--- config.mk ---
export PLATFORM = sky130hd
export DESIGN_NAME = ddr3_traffic_gen
export DESIGN_NICKNAME = d
export VERILOG_FILES = /design/src/rtl/ddr3_tg_pkg.sv /design/src/rtl/ddr3_tg_checker.sv /design/src/rtl/ddr3_traffic_gen.sv
export SDC_FILE = /design/constraint.sdc
export NUM_CORES = 1
export LEC_CHECK = 0
export ABC_AREA = 1
export BUFFER_PORTS_ARGS = -buffer_cell sky130_fd_sc_hd__buf_2
export CAP_MARGIN = 20
export CORE_ASPECT_RATIO = 0.8
export CORE_MARGIN = 10
export CORE_UTILIZATION = 57
export CTS_CLUSTER_DIAMETER = 30
export DETAILED_ROUTE_END_ITERATION = 8
export HOLD_SLACK_MARGIN = 0.03
export PLACE_DENSITY = 0.87
export SETUP_SLACK_MARGIN = 0.4
export SYNTH_ARGS = -nofsm -noshare
export SYNTH_HDL_FRONTEND = slang
export SYNTH_SLANG_ARGS = --single-unit
export TNS_END_PERCENT = 5
--- constraint.sdc ---
create_clock -name clk -period 2.9 [get_ports clk]
set_input_delay 0.29 -clock clk [delete_from_list [all_inputs] [get_ports clk]]
set_output_delay 0.29 -clock clk [all_outputs]
set_load 0.02 [all_outputs]
--- src/rtl/ddr3_tg_pkg.sv ---
// Shared constants for the DDR3 UI traffic generator: UI command codes, FSM encoding,
// LFSR polynomial/seed and the write/read-back data pattern (DDR3_TG_PRBS_EN selects PRBS data).
package ddr3_tg_pkg;

   localparam logic [2:0] CMD_WRITE = 3'b000;
   localparam logic [2:0] CMD_READ  = 3'b001;

   localparam logic [2:0] ST_IDLE    = 3'd0;
   localparam logic [2:0] ST_WRITE   = 3'd1;
   localparam logic [2:0] ST_READ    = 3'd2;
   localparam logic [2:0] ST_WAIT_RD = 3'd3;
   localparam logic [2:0] ST_DONE    = 3'd4;

   // Right-shifting Galois form of x^32 + x^22 + x^2 + x + 1
   localparam logic [31:0] LFSR_POLY    = 32'h8020_0003;
   localparam logic [15:0] LFSR_SEED_LO = 16'hACE1;

   function automatic logic [31:0] lfsr_step(input logic [31:0] s);
      return {1'b0, s[31:1]} ^ (s[0] ? LFSR_POLY : 32'h0);
   endfunction

   function automatic logic [31:0] lfsr_seed(input logic [15:0] pass);
      return {pass, LFSR_SEED_LO};
   endfunction

   function automatic logic [31:0] pattern(input logic [27:0] addr, input logic [15:0] pass,
                                           input logic [31:0] lfsr);
      logic unused_bits;
`ifdef DDR3_TG_PRBS_EN
      unused_bits = ^{addr, pass};
      return lfsr;
`else
      unused_bits = ^{pass[15:4], lfsr};
      return {pass[3:0], addr};
`endif
   endfunction

endpackage

--- src/rtl/ddr3_tg_checker.sv ---
// Read-back checker: tracks the expected address/pattern for each returned beat, counts beats
// and holds the sticky compare error plus the address of the first mismatch (DDR3_TG_PRBS_EN aware).
module ddr3_tg_checker
   import ddr3_tg_pkg::*;
#(
   parameter int                    ADDR_WIDTH     = 28,
   parameter int                    APP_DATA_WIDTH = 64,
   parameter logic [ADDR_WIDTH-1:0] START_ADDR     = '0,
   parameter int                    NUM_BURSTS     = 256,
   parameter int                    ADDR_STEP      = 8
) (
   input  logic                      clk,
   input  logic                      rst_n,
   input  logic                      start,
   input  logic                      active,
   input  logic [15:0]               pass,
   input  logic                      rd_valid,
   input  logic [APP_DATA_WIDTH-1:0] rd_data,
   output logic                      rd_last,
   output logic                      rd_mismatch,
   output logic                      cmp_err,
   output logic [ADDR_WIDTH-1:0]     err_addr
);

   localparam int                    REP      = APP_DATA_WIDTH / 32;
   localparam logic [15:0]           LAST_CNT = 16'(NUM_BURSTS - 1);
   localparam logic [ADDR_WIDTH-1:0] STEP     = ADDR_WIDTH'(ADDR_STEP);

   logic [ADDR_WIDTH-1:0]     exp_addr_q, exp_addr_d;
   logic [15:0]               rd_cnt_q, rd_cnt_d;
   logic                      err_q, err_d;
   logic [ADDR_WIDTH-1:0]     err_addr_q, err_addr_d;
   logic [31:0]               chk_lfsr;
   logic                      beat;
   logic [APP_DATA_WIDTH-1:0] exp_data;

`ifdef DDR3_TG_PRBS_EN
   logic [31:0] lfsr_q, lfsr_d;
   assign chk_lfsr = lfsr_q;
`else
   assign chk_lfsr = 32'h0;
`endif

   // Beats outside READ/WAIT_RD belong to an abandoned pass and are dropped
   assign beat        = active && rd_valid;
   assign exp_data    = {REP{pattern(exp_addr_q[27:0], pass, chk_lfsr)}};
   assign rd_mismatch = beat && (rd_data != exp_data);
   assign rd_last     = beat && (rd_cnt_q == LAST_CNT);
   assign cmp_err     = err_q;
   assign err_addr    = err_addr_q;

   always_comb begin
      exp_addr_d = exp_addr_q;
      rd_cnt_d   = rd_cnt_q;
      err_d      = err_q;
      err_addr_d = err_addr_q;
`ifdef DDR3_TG_PRBS_EN
      lfsr_d     = lfsr_q;
`endif
      if (start) begin
         exp_addr_d = START_ADDR;
         rd_cnt_d   = 16'd0;
`ifdef DDR3_TG_PRBS_EN
         lfsr_d     = lfsr_seed(pass);
`endif
      end else if (beat) begin
         exp_addr_d = exp_addr_q + STEP;
         rd_cnt_d   = rd_cnt_q + 16'd1;
`ifdef DDR3_TG_PRBS_EN
         lfsr_d     = lfsr_step(lfsr_q);
`endif
      end
      if (rd_mismatch) begin
         err_d = 1'b1;
         if (!err_q) err_addr_d = exp_addr_q;
      end
   end

   always_ff @(posedge clk) begin
      if (!rst_n) begin
         exp_addr_q <= '0;
         rd_cnt_q   <= 16'd0;
         err_q      <= 1'b0;
         err_addr_q <= '0;
`ifdef DDR3_TG_PRBS_EN
         lfsr_q     <= 32'h0;
`endif
      end else begin
         exp_addr_q <= exp_addr_d;
         rd_cnt_q   <= rd_cnt_d;
         err_q      <= err_d;
         err_addr_q <= err_addr_d;
`ifdef DDR3_TG_PRBS_EN
         lfsr_q     <= lfsr_d;
`endif
      end
   end

endmodule

--- src/rtl/ddr3_traffic_gen.sv ---
// DDR3 MIG UI traffic generator: writes a pattern over an address window, reads it back and
// checks it in numbered passes. DDR3_TG_PRBS_EN switches the address pattern to LFSR data.
module ddr3_traffic_gen
   import ddr3_tg_pkg::*;
#(
   parameter int                    ADDR_WIDTH     = 28,
   parameter int                    APP_DATA_WIDTH = 64,
   parameter int                    APP_MASK_WIDTH = 8,
   parameter logic [ADDR_WIDTH-1:0] START_ADDR     = '0,
   parameter int                    NUM_BURSTS     = 256,
   parameter int                    ADDR_STEP      = 8,
   parameter int                    STOP_ON_ERR    = 1
) (
   input  logic                      clk,
   input  logic                      rst_n,
   input  logic                      init_calib_complete,
   input  logic                      app_rdy,
   input  logic                      app_wdf_rdy,
   input  logic [APP_DATA_WIDTH-1:0] app_rd_data,
   input  logic                      app_rd_data_valid,
   input  logic                      app_rd_data_end,
   output logic [ADDR_WIDTH-1:0]     app_addr,
   output logic [2:0]                app_cmd,
   output logic                      app_en,
   output logic [APP_DATA_WIDTH-1:0] app_wdf_data,
   output logic                      app_wdf_end,
   output logic [APP_MASK_WIDTH-1:0] app_wdf_mask,
   output logic                      app_wdf_wren,
   output logic                      tg_compare_error,
   output logic [15:0]               pass_cnt,
   output logic [ADDR_WIDTH-1:0]     err_addr
);

   localparam int                    REP      = APP_DATA_WIDTH / 32;
   localparam logic [15:0]           LAST_CNT = 16'(NUM_BURSTS - 1);
   localparam logic [ADDR_WIDTH-1:0] STEP     = ADDR_WIDTH'(ADDR_STEP);

   logic [2:0]            state_q, state_d;
   logic [ADDR_WIDTH-1:0] cmd_addr_q, cmd_addr_d;
   logic [15:0]           cmd_cnt_q, cmd_cnt_d;
   logic [15:0]           pass_cnt_q, pass_cnt_d;
   logic [31:0]           gen_lfsr;
   logic                  wr_xfer, rd_xfer, last_cmd;
   logic                  chk_start, chk_active, rd_last, rd_mismatch, err_flag;
   logic                  unused_rd_end;

   assign unused_rd_end = app_rd_data_end;

`ifdef DDR3_TG_PRBS_EN
   logic [31:0] gen_lfsr_q, gen_lfsr_d;
   assign gen_lfsr = gen_lfsr_q;
`else
   assign gen_lfsr = 32'h0;
`endif

   // Handshake: app_en (with app_wdf_wren in WRITE) is held with stable address/data until the
   // cycle the controller's ready(s) are high; that cycle is the transfer, then the next beat shows.
   assign wr_xfer  = (state_q == ST_WRITE) && app_rdy && app_wdf_rdy;
   assign rd_xfer  = (state_q == ST_READ) && app_rdy;
   assign last_cmd = (cmd_cnt_q == LAST_CNT);

   always_comb begin
      state_d    = state_q;
      cmd_addr_d = cmd_addr_q;
      cmd_cnt_d  = cmd_cnt_q;
      pass_cnt_d = pass_cnt_q;
      chk_start  = 1'b0;
`ifdef DDR3_TG_PRBS_EN
      gen_lfsr_d = gen_lfsr_q;
      if (wr_xfer) gen_lfsr_d = lfsr_step(gen_lfsr_q);
`endif
      if (wr_xfer || rd_xfer) begin
         if (last_cmd) begin
            cmd_addr_d = START_ADDR;
            cmd_cnt_d  = 16'd0;
         end else begin
            cmd_addr_d = cmd_addr_q + STEP;
            cmd_cnt_d  = cmd_cnt_q + 16'd1;
         end
      end
      case (state_q)
         ST_IDLE: begin
            if (init_calib_complete) begin
               state_d    = ST_WRITE;
               cmd_addr_d = START_ADDR;
               cmd_cnt_d  = 16'd0;
`ifdef DDR3_TG_PRBS_EN
               gen_lfsr_d = lfsr_seed(pass_cnt_q);
`endif
            end
         end
         ST_WRITE: begin
            if (wr_xfer && last_cmd) begin
               state_d   = ST_READ;
               chk_start = 1'b1;
            end
         end
         ST_READ: begin
            if (rd_xfer && last_cmd) state_d = ST_WAIT_RD;
         end
         ST_WAIT_RD: begin
            if (rd_last) begin
               pass_cnt_d = pass_cnt_q + 16'd1;
               if ((STOP_ON_ERR != 0) && (err_flag || rd_mismatch)) begin
                  state_d = ST_DONE;
               end else begin
                  state_d    = ST_WRITE;
                  cmd_addr_d = START_ADDR;
                  cmd_cnt_d  = 16'd0;
`ifdef DDR3_TG_PRBS_EN
                  gen_lfsr_d = lfsr_seed(pass_cnt_d);
`endif
               end
            end
         end
         ST_DONE: begin
            state_d = ST_DONE;
         end
         default: state_d = ST_IDLE;
      endcase
   end

   always_ff @(posedge clk) begin
      if (!rst_n) begin
         state_q    <= ST_IDLE;
         cmd_addr_q <= '0;
         cmd_cnt_q  <= 16'd0;
         pass_cnt_q <= 16'd0;
`ifdef DDR3_TG_PRBS_EN
         gen_lfsr_q <= 32'h0;
`endif
      end else begin
         state_q    <= state_d;
         cmd_addr_q <= cmd_addr_d;
         cmd_cnt_q  <= cmd_cnt_d;
         pass_cnt_q <= pass_cnt_d;
`ifdef DDR3_TG_PRBS_EN
         gen_lfsr_q <= gen_lfsr_d;
`endif
      end
   end

   assign chk_active = (state_q == ST_READ) || (state_q == ST_WAIT_RD);

   ddr3_tg_checker #(
      .ADDR_WIDTH     (ADDR_WIDTH),
      .APP_DATA_WIDTH (APP_DATA_WIDTH),
      .START_ADDR     (START_ADDR),
      .NUM_BURSTS     (NUM_BURSTS),
      .ADDR_STEP      (ADDR_STEP)
   ) u_checker (
      .clk         (clk),
      .rst_n       (rst_n),
      .start       (chk_start),
      .active      (chk_active),
      .pass        (pass_cnt_q),
      .rd_valid    (app_rd_data_valid),
      .rd_data     (app_rd_data),
      .rd_last     (rd_last),
      .rd_mismatch (rd_mismatch),
      .cmp_err     (err_flag),
      .err_addr    (err_addr)
   );

   assign app_en           = (state_q == ST_WRITE) || (state_q == ST_READ);
   assign app_cmd          = (state_q == ST_READ) ? CMD_READ : CMD_WRITE;
   assign app_addr         = cmd_addr_q;
   assign app_wdf_wren     = (state_q == ST_WRITE);
   assign app_wdf_end      = app_wdf_wren;
   assign app_wdf_mask     = '0;
   assign app_wdf_data     = app_wdf_wren ? {REP{pattern(cmd_addr_q[27:0], pass_cnt_q, gen_lfsr)}}
                                          : '0;
   assign tg_compare_error = err_flag;
   assign pass_cnt         = pass_cnt_q;

endmodule

# [After elaboration in Yosys (flattened, before gate mapping)]
# Index checks and enable logic that the tools add are counted.
[op_classes] n_addsub=5 n_eq_ne=11 n_mux=22 n_bitwise=2 reduce_logical=17
[op_table] cell="$mux 28" n=5
[op_table] cell="$mux 16" n=5
[op_table] cell="$mux 64" n=1
[op_table] cell="$ne 64x64->1" n=1
[op_table] cell="$add 28x4->28 const B" n=2
[op_table] cell="$pmux 28 s2" n=1
[op_table] cell="$add 16x1->16 const B" n=3
[op_table] cell="$eq 16x8->1 const B" n=2
[op_table] cell="$pmux 16 s2" n=1
[op_table] cell="$mux 3" n=5
[op_table] cell="$pmux 3 s5" n=1
[op_table] cell="$logic_and 1x1->1" n=8
[op_table] cell="$eq 3x2->1 const B" n=2
[op_table] cell="$logic_or 1x1->1" n=4
[op_table] cell="$ne 2x1->1 const B" n=2
[op_table] cell="$ne 2x2->1 const B" n=2
[op_table] cell="$reduce_and 2->1" n=2
[op_table] cell="$reduce_and 4->1" n=1
[op_table] cell="$eq 3x1->1 const B" n=1
[op_table] cell="$eq 3x3->1 const B" n=1
[op_table] cell="$logic_not 3->1" n=1
[op_table] cell="$mux 1" n=3
[op_table] cell="$not 1->1" n=2
[op_table] cell="$reduce_or 2->1" n=1
[totals] ff_bits=136 input_bits=71 wordCells=65

# [Logic depth before layout (Yosys ltp)]
# Gate-level depths: netlist of run 1.
[depth] depth_word=8 depth_mapped=17 mapped_depth_nobuf=15

# [Cells and area by module]
# Synthesis of run 1 repeated with hierarchy kept, for this count alone.
[hier_totals] cells_unflattened=1302 hier_area_um2=7918.8
[modules_own_cells] module="ddr3_tg_checker" n_inst=1 cells_each=728 area_each_um2=4241.6 seq_area_each_um2=1341.3
[modules_own_cells] module="ddr3_traffic_gen" n_inst=1 cells_each=574 area_each_um2=3677.3 seq_area_each_um2=1261.2

# [Least setup slack after synthesis of run 1]
# Ideal clock, no wire load.
[synth_timing] path_kind="register to output" startpoint="reg state_q[0]" endpoint="out app_wdf_data[59]" arrival_ns=1.677 path_slack_ns=0.933 stages_incl_launch_ff=7 path_buffers=2 cell_sequence="dfxtp_1 -> inv_2 -> nor3_4 -> inv_1 -> buf_1 -> nor2_1 -> buf_4"
[synth_via] elab_chain_len=2
[synth_lines] item="start, declared" line="ddr3_traffic_gen.sv:38" rtl="logic [2:0] state_q, state_d;"
[synth_lines] item="start signal, assigned" line="ddr3_traffic_gen.sv:133" rtl="state_q <= state_d;"
[synth_lines] item="$eq 3x1->1" line="ddr3_traffic_gen.sv:168" rtl="assign app_wdf_wren = (state_q == ST_WRITE);"
[synth_lines] item="net app_wdf_end" line="ddr3_traffic_gen.sv:26" rtl="output logic app_wdf_end,"
[synth_lines] item="$mux 64" line="ddr3_traffic_gen.sv:171" rtl="assign app_wdf_data = app_wdf_wren ? {REP{pattern(cmd_addr_q[27:0], pass_cnt_q, gen_lfsr)}}"
[synth_lines] item="end, declared" line="ddr3_traffic_gen.sv:25" rtl="output logic [APP_DATA_WIDTH-1:0] app_wdf_data,"
# The timed path passes the listed nets, and every way through them passes these cells.

# [Worst setup path after layout of run 1]
[layout_timing] startpoint="reg state_q[0]" endpoint="out app_wdf_data[24]"
[layout_via] elab_chain_len=2
[layout_lines] item="$eq 3x1->1" line="ddr3_traffic_gen.sv:168"
[layout_lines] item="$mux 64" line="ddr3_traffic_gen.sv:171"
# No other way between the ends.

==> metrics.cfg, run 1 <==
[sta]
hold_viol = 0
drv_slew = 0
setup_viol = 0
fmax_mhz = 417
whs_ps = 271
slew_headroom_pct = 61.8
fin_crit_ps = 2400
tightest_slew_ps = 573
rsz0062_at_grt = yes
finClkSkew_ps = 10.1
tns_ps = 0
fin_crit_sh_pct = 82.6

[synthesis]
ys_warn_count = 0
synth.avg_cell_area_um2 = 6.46
netlist_area_um2 = 7550
synth_edf_count = 0
async_flop_share_pct = 0
syn_inst = 1170
ys_seq_area_share_pct = 34.5
synth_seq_cells = 130
synthDistinctLibCells = 41
synth_top_flop_cell = dfxtp_1

[layout]
fillers = 1122
register_area_um2 = 2600
drive_gt1_share_pct = 21.7
n_antenna_cell = 0
multi_input_comb_area_um2 = 3900
syn_to_final_growth_pct = 19.1
nNetsFinal = 1422

[die]
initial_utilization_pct = 58.5
design.core.area_um2 = 12900
rows = 37
io_pins = 222
die_h_um = 123
dieWidth_um = 149
die-area_um2 = 18300

[placed_design]
place_hpwl_um = 17800
gp_congestion = 0.993
io_buffer_count = 207

[clock_tree]
cts.sinks = 130
cts_buffer_depth = 2
cts_buffers = 17
path_clk_slew_ps = 60
h-tree-depth = 4
clk_latency_ps = 430
cts_tree = yes
root_buffer = clkbuf_16

[worst_hold_path]
hp-class = in -> reg

[setup_path]
startpoint_type = flip-flop
criticalPathCategory = reg -> out
path_max_fanout = 14
required_ps = 2610
cp-end-kind = primary output
cp.arrival_ps = 2110

[global_routing]
antenna_found_initial = 0
grt.total_usage_pct = 24.1
grt_pass1_vias = 7179
grt_max_degree = 42
grt_pass1_wl_um = 35900
grt.overflow.total = 0

[detailed_routing]
drt_iter0_markers = 774
ant_nets = 0
via_per_inst = 5.16
wirelength_um = 23500
vias = 7916
drc = 0
wire_per_inst_um = 15.3
drtPass1Iterations = 9

[power]
irDropWorstVdd_mv = 0.706
total_leakage_power_nw = 4.06
powerDensity_nw_per_um2 = 525

[flow_run]
maxCapViolCount = 0

[run_status]
status = completed

-- flip-flops by register name, indices dropped and copies added (netlist names) --
| name | count |
|---|---|
| u_checker.exp_addr_q | 25 |
| u_checker.err_addr | 25 |
| app_addr | 28 |
| pass_cnt | 16 |
| state_q | 3 |
| cmd_cnt_q | 16 |
| u_checker.cmp_err | 1 |
| u_checker.rd_cnt_q | 16 |
-- placed cells by master, fill, tap and decap left out, types with 4 or more instances in the layout --
cell type and count:
nand4_1 18, nor2_1 181, buf_2 207, nand2_2 7, nor2_4 4, clkbuf_1 4
o21ai_0 43, clkinv_2 6, nand3_1 32, conb_1 13, inv_1 156, inv_2 4
clkinvlp_4 4, nand2_1 324, buf_4 5, nor2_2 10, xor2_1 39, dfxtp_1 130
or2_2 4, nor3_1 26, nand3_2 9, nor4_1 6, a21oi_1 67, xnor2_1 8
ha_1 5, clkbuf_16 17
-- kinds of logic after synthesis --
logic type | after synthesis | synth area share, %
simple gates | 632 | 36.3
other cells | 1 | 0.0496
fa+ha+maj | 5 | 0.828
flops | 130 | 34.5
xor+xnor | 47 | 5.45
compound gates | 120 | 8.18
mux | 1 | 0.133
buf+inv | 234 | 14.6
-- final cells by class --
class,instances,share of cell area [%]
Inverter,164,6.92
Timing Repair Buffer,214,12.5
Multi-Input combinational cell,818,43.3
Clock buffer,23,5.20
Timing Repair inverter,1,0.0834
Sequential cell,130,28.9
Clock inverter,9,0.640
Tap cell,175,2.43
-- power breakdown --
part           internal [W]  leakage (nW)  switching (W)
registers           0.00182          1.05      0.0000427
logic              0.000272          2.76       0.000668
clock network       0.00113         0.257       0.000796
total               0.00322          4.06        0.00151
-- synthesized netlist by cell type (4+ instances only) --
cell	number	area share, %
nand2_1	324	16
nor2_1	181	9.0
inv_1	157	7.8
dfxtp_1	130	34
a21oi_1	67	4.4
buf_4	46	4.6
o21ai_0	43	2.8
xor2_1	39	4.5
nand3_1	32	2.1
nor3_1	26	1.7
nand4_1	18	1.5
buf_2	10	0.66
nor2_2	10	0.83
nand3_2	9	1.2
xnor2_1	8	0.93
nand2_2	7	0.58
nor4_1	6	0.50
buf_6	5	0.75
clkbuf_1	5	0.25
ha_1	5	0.83
inv_2	5	0.25
nor2_4	4	0.60
or2_2	4	0.33
-- path summary, 6_finish.rpt --
path,slack (ps),cells after the start,end,from
setup / recovery,500,8,app_wdf_data[24],state_q[0]
hold / removal,270,3,pass_cnt[6],rst_n
setup reg to reg,560,15,cmd_cnt_q[7],u_checker.exp_addr_q[12]
hold reg to reg,450,2,app_addr[1],app_addr[1]
-- layer usage --
| layer | track usage, % | wire length, um | up-vias |
|---|---|---|---|
| met4 | 8.03 | 410 | 0 |
| met3 | 5.84 | 2280 | 38 |
| met2 | 38.9 | 11100 | 381 |
| met5 | 0 | 0 | - |
| li1 | - | - | 3927 |
| met1 | 31.0 | 9740 | 3570 |
-- what timing repair did --
| action | CTS | global route |
|---|---|---|
| hold buffers | 0 | 0 |
| cloned | 0 | 1 |
| endpoints found under the setup margin | 5 | 118 |
| pin swaps | 0 | 1 |
| setup buffers | 0 | 2 |
| gates resized for setup | 0 | 5 |
-- worst max-delay path: stages (launching register included) --
cell,delay [ps]
dfxtp_1,440
inv_2,90
nor3_4,200
buf_12,160
clkinvlp_4,70
buf_4,190
buf_4,180
nor2_1,140
buf_2,200
-- stage by stage --
| stage | total power, W | setup slack (ps) | instance area, um^2 | std cells | util (%) |
|---|---|---|---|---|---|
| 4_1_cts | 0.00462 | 375 | 8920 | 1530 | 69.1 |
| 3_3_place_gp | 0.00270 | 551 | 8400 | 1498 | 65.0 |
| 3_5_place_dp | 0.00271 | 528 | 8400 | 1498 | 65.0 |
| 5_1_grt | 0.00489 | 353 | 9000 | 1534 | 69.7 |
| 2_1_floorplan | 0.00255 | 933 | 7600 | 1182 | - |
| 6_report | 0.00473 | 504 | 9000 | 1534 | 69.7 |
(Power assumes the default switching activity.)
==> run 2: changes to the inputs <==
--- a/config.mk
+++ b/config.mk
@@ -10,11 +10,11 @@
 export CAP_MARGIN = 20
 export CORE_ASPECT_RATIO = 0.8
 export CORE_MARGIN = 10
-export CORE_UTILIZATION = 57
+export CORE_UTILIZATION = 48
 export CTS_CLUSTER_DIAMETER = 30
 export DETAILED_ROUTE_END_ITERATION = 8
 export HOLD_SLACK_MARGIN = 0.03
-export PLACE_DENSITY = 0.87
+export PLACE_DENSITY = 0.78
 export SETUP_SLACK_MARGIN = 0.4
 export SYNTH_ARGS = -nofsm -noshare
 export SYNTH_HDL_FRONTEND = slang
==> constraint.sdc (replaced) <==
create_clock -name clk -period 2.09 [get_ports clk]
set_input_delay 0.209 -clock clk [delete_from_list [all_inputs] [get_ports clk]]
set_output_delay 0.209 -clock clk [all_outputs]
set_load 0.02 [all_outputs]
==> run 2 against run 1 <==
Largest power group unchanged. Non-clock buffer count increased by 63. Die area up 16%. Critical endpoint is now app_addr[24]. Power grew 66%. Critical path type is now reg -> reg.
==> metrics.cfg, run 2 (synthesis gave the netlist of run 1 again) <==
[run_status]
status = completed  ; unchanged

[detailed_routing]
via_per_inst = 4.97  ; was 5.16
ant_nets = 0  ; unchanged
wirelength_um = 25200  ; was 23500 um
wire_per_inst_um = 15.5  ; was 15.3 um
drtPass1Iterations = 6  ; was 9
drt_iter0_markers = 809  ; was 774
drc = 0  ; unchanged
vias = 8111  ; was 7916

[clock_tree]
holdBufCountCts = 0  ; unchanged
cts_buffers = 17  ; unchanged
cts.sinks = 130  ; unchanged
path_clk_slew_ps = 60  ; about the same
cts_tree = yes  ; unchanged
h-tree-depth = 4  ; unchanged
cts_buffer_depth = 2  ; unchanged
root_buffer = clkbuf_16  ; unchanged
clk_latency_ps = 420  ; was 430 ps

[layout]
final_common_cell = nand2_1  ; unchanged
finish.utilization_pct = 67.1  ; was 69.7%
syn_to_final_growth_pct = 35.2  ; was 19.1%
drive_gt1_share_pct = 32.1  ; was 21.7%
largest_reg_flops = 28  ; unchanged
nNetsFinal = 1485  ; was 1422
layout_common_cells = nand2_1, buf_2, inv_1, nor2_1, dfxtp_1  ; was nand2_1, buf_2, nor2_1, inv_1, dfxtp_1

[sta]
fmax_mhz = 500
fin_crit_sh_pct = 95.7
finClkSkew_ps = 8.19  ; was 10.1 ps
setup_viol = 0  ; unchanged
fin_crit_ps = 2000
rsz0062_at_grt = yes  ; unchanged
hold_viol = 0  ; unchanged
drv_slew = 0  ; unchanged

[power]
switching_share_pct = 30.9  ; was 31.9%
total_leakage_power_nw = 4.52  ; was 4.06 nW
report.power.total_w = 0.00784  ; was 0.00473 W
internal_power_w = 0.00542  ; was 0.00322 W
irDropWorstVdd_mv = 0.625  ; was 0.706 mV
powerDensity_nw_per_um2 = 768  ; was 525 nW/um^2
power.share.clock_pct = 41.2  ; was 40.8%
comb_power_share_pct = 25.6  ; was 19.9%
p_seq_share_pct = 33.2  ; was 39.3%
power_switching_w = 0.00242  ; was 0.00151 W

[die]
die_h_um = 132  ; was 123 um
design.core.area_um2 = 15200  ; was 12900 um^2
io_pins = 222  ; unchanged
dieWidth_um = 160  ; was 149 um
initial_utilization_pct = 49.6  ; was 58.5%
rows = 40  ; was 37
die-area_um2 = 21200  ; was 18300 um^2

[setup_path]
required_ps = 2400  ; was 2610 ps
max_stage_delay_ps = 370  ; was 440 ps
cp_top_family = simple AND/OR/NAND/NOR gates  ; was buffers and inverters
cp-end-kind = flip-flop  ; was primary output
slowest_stage = dfxtp_1  ; unchanged
cp.arrival_ps = 2310  ; was 2110 ps
criticalPathCategory = reg -> reg  ; was reg -> out
path_cells = inv_1, nand4_1, nor2_1, nand3_1, nand2_1, o21ai_1, a21oi_2, nand2_4, nand2_8, clkbuf_16, nor2_1  ; was inv_2, nor3_4, buf_12, clkinvlp_4, buf_4, buf_4, nor2_1, buf_2
path_max_fanout = 7  ; was 14
startpoint_type = flip-flop  ; unchanged
crit_top_cell = nor2_1  ; was buf_4
worst-path-buf-inv = 2  ; was 6

[placed_design]
io_buffer_count = 207  ; unchanged
gp_congestion = 0.993  ; about the same
place_hpwl_um = 18800  ; was 17800 um

[global_routing]
grt.total_usage_pct = 21.8  ; was 24.1%
grt_pass1_wl_um = 38200  ; was 35900 um
antenna_found_initial = 1  ; was 0
grt_max_degree = 29  ; was 42
grt_pass1_vias = 7532  ; was 7179
grt.overflow.total = 0  ; unchanged

[flow_run]
maxCapViolCount = 0  ; unchanged

[worst_hold_path]
hp-class = in -> reg  ; unchanged

==> run 2: cell types whose count changed in the layout (fill, tap and decap cells not counted), moves of 7 or more <==
cell and delta:
inv_1 -7, buf_4 +62, dfxtp_1 -22, buf_6 +12, nor2_1 -48, nand2_1 -9
nand2_2 +8, nor2_2 +21, buf_2 -17, nor2_4 +27, dfxtp_2 +16
==> run 2: area by class of cell <==
class	instances	area [um^2]
Fill cell	1306	5000
Timing Repair Buffer	277	1760
Sequential cell	130	2650
Tap cell	210	263
Multi-Input combinational cell	819	4270
Antenna cell	1	2.50
Clock inverter	8	149
Clock buffer	24	492
Inverter	164	633
==> run 2: per-layer routing <==
layer	wire length (um)	vias to the layer above	global-route usage, %
li1	-	4070	-
met1	10400	3658	27.3
met2	12100	335	35.2
met3	2120	48	5.37
met4	559	0	8.66
met5	0	-	0
==> run 2: path summary, 6_finish.rpt <==
check / endpoint / start / slack [ps] / depth (start not counted)
setup / recovery: app_addr[24] / u_checker.rd_cnt_q[9] / 90 / 11
hold / removal: pass_cnt[2] / rst_n / 200 / 3
hold reg to reg: u_checker.err_addr[12] / u_checker.err_addr[12] / 460 / 2
setup reg to reg: app_addr[24] / u_checker.rd_cnt_q[9] / 90 / 11
==> run 2: power groups by stage <==
stage / sequential, W / clock, W / combinational [W]
final: 0.00261 / 0.00323 / 0.00201
after global routing: 0.00261 / 0.00338 / 0.00214
after CTS: 0.00259 / 0.00326 / 0.00163
after detailed placement: 0.00264 / 0 / 0.00149
after global placement: 0.00263 / 0 / 0.00147
after floorplan: 0.00264 / 0 / 0.00105
==> run 2: what timing repair did <==
item | 4_1_cts | 5_1_grt
cloned | 0 | 6
pin swaps | 2 | 17
resized for setup | 50 | 82
setup endpoints to repair | 193 | 198
setup buffers | 1 | 14
==> run 2: worst register-to-register path: stages (launching register included) <==
cell and delay, ps:
dfxtp_1 370, inv_1 100, nand4_1 90, nor2_1 270, nand3_1 150, nand2_1 140
o21ai_1 150, a21oi_2 180, nand2_4 90, nand2_8 140, clkbuf_16 170, nor2_1 50
==> run 2: through the flow <==
step                      setup TNS (ps)  hold slack, ps  setup slack (ps)  std cells  cell area [um^2]
after global routing                -659             207             -37.1       1633             10200
after CTS                              0             174               112       1612              9790
final                                  0             203              90.4       1633             10200
after detailed placement               0             451              53.4       1579              8980
after floorplan                        0             340               282       1182              7770
after global placement                 0             443              89.8       1579              8980
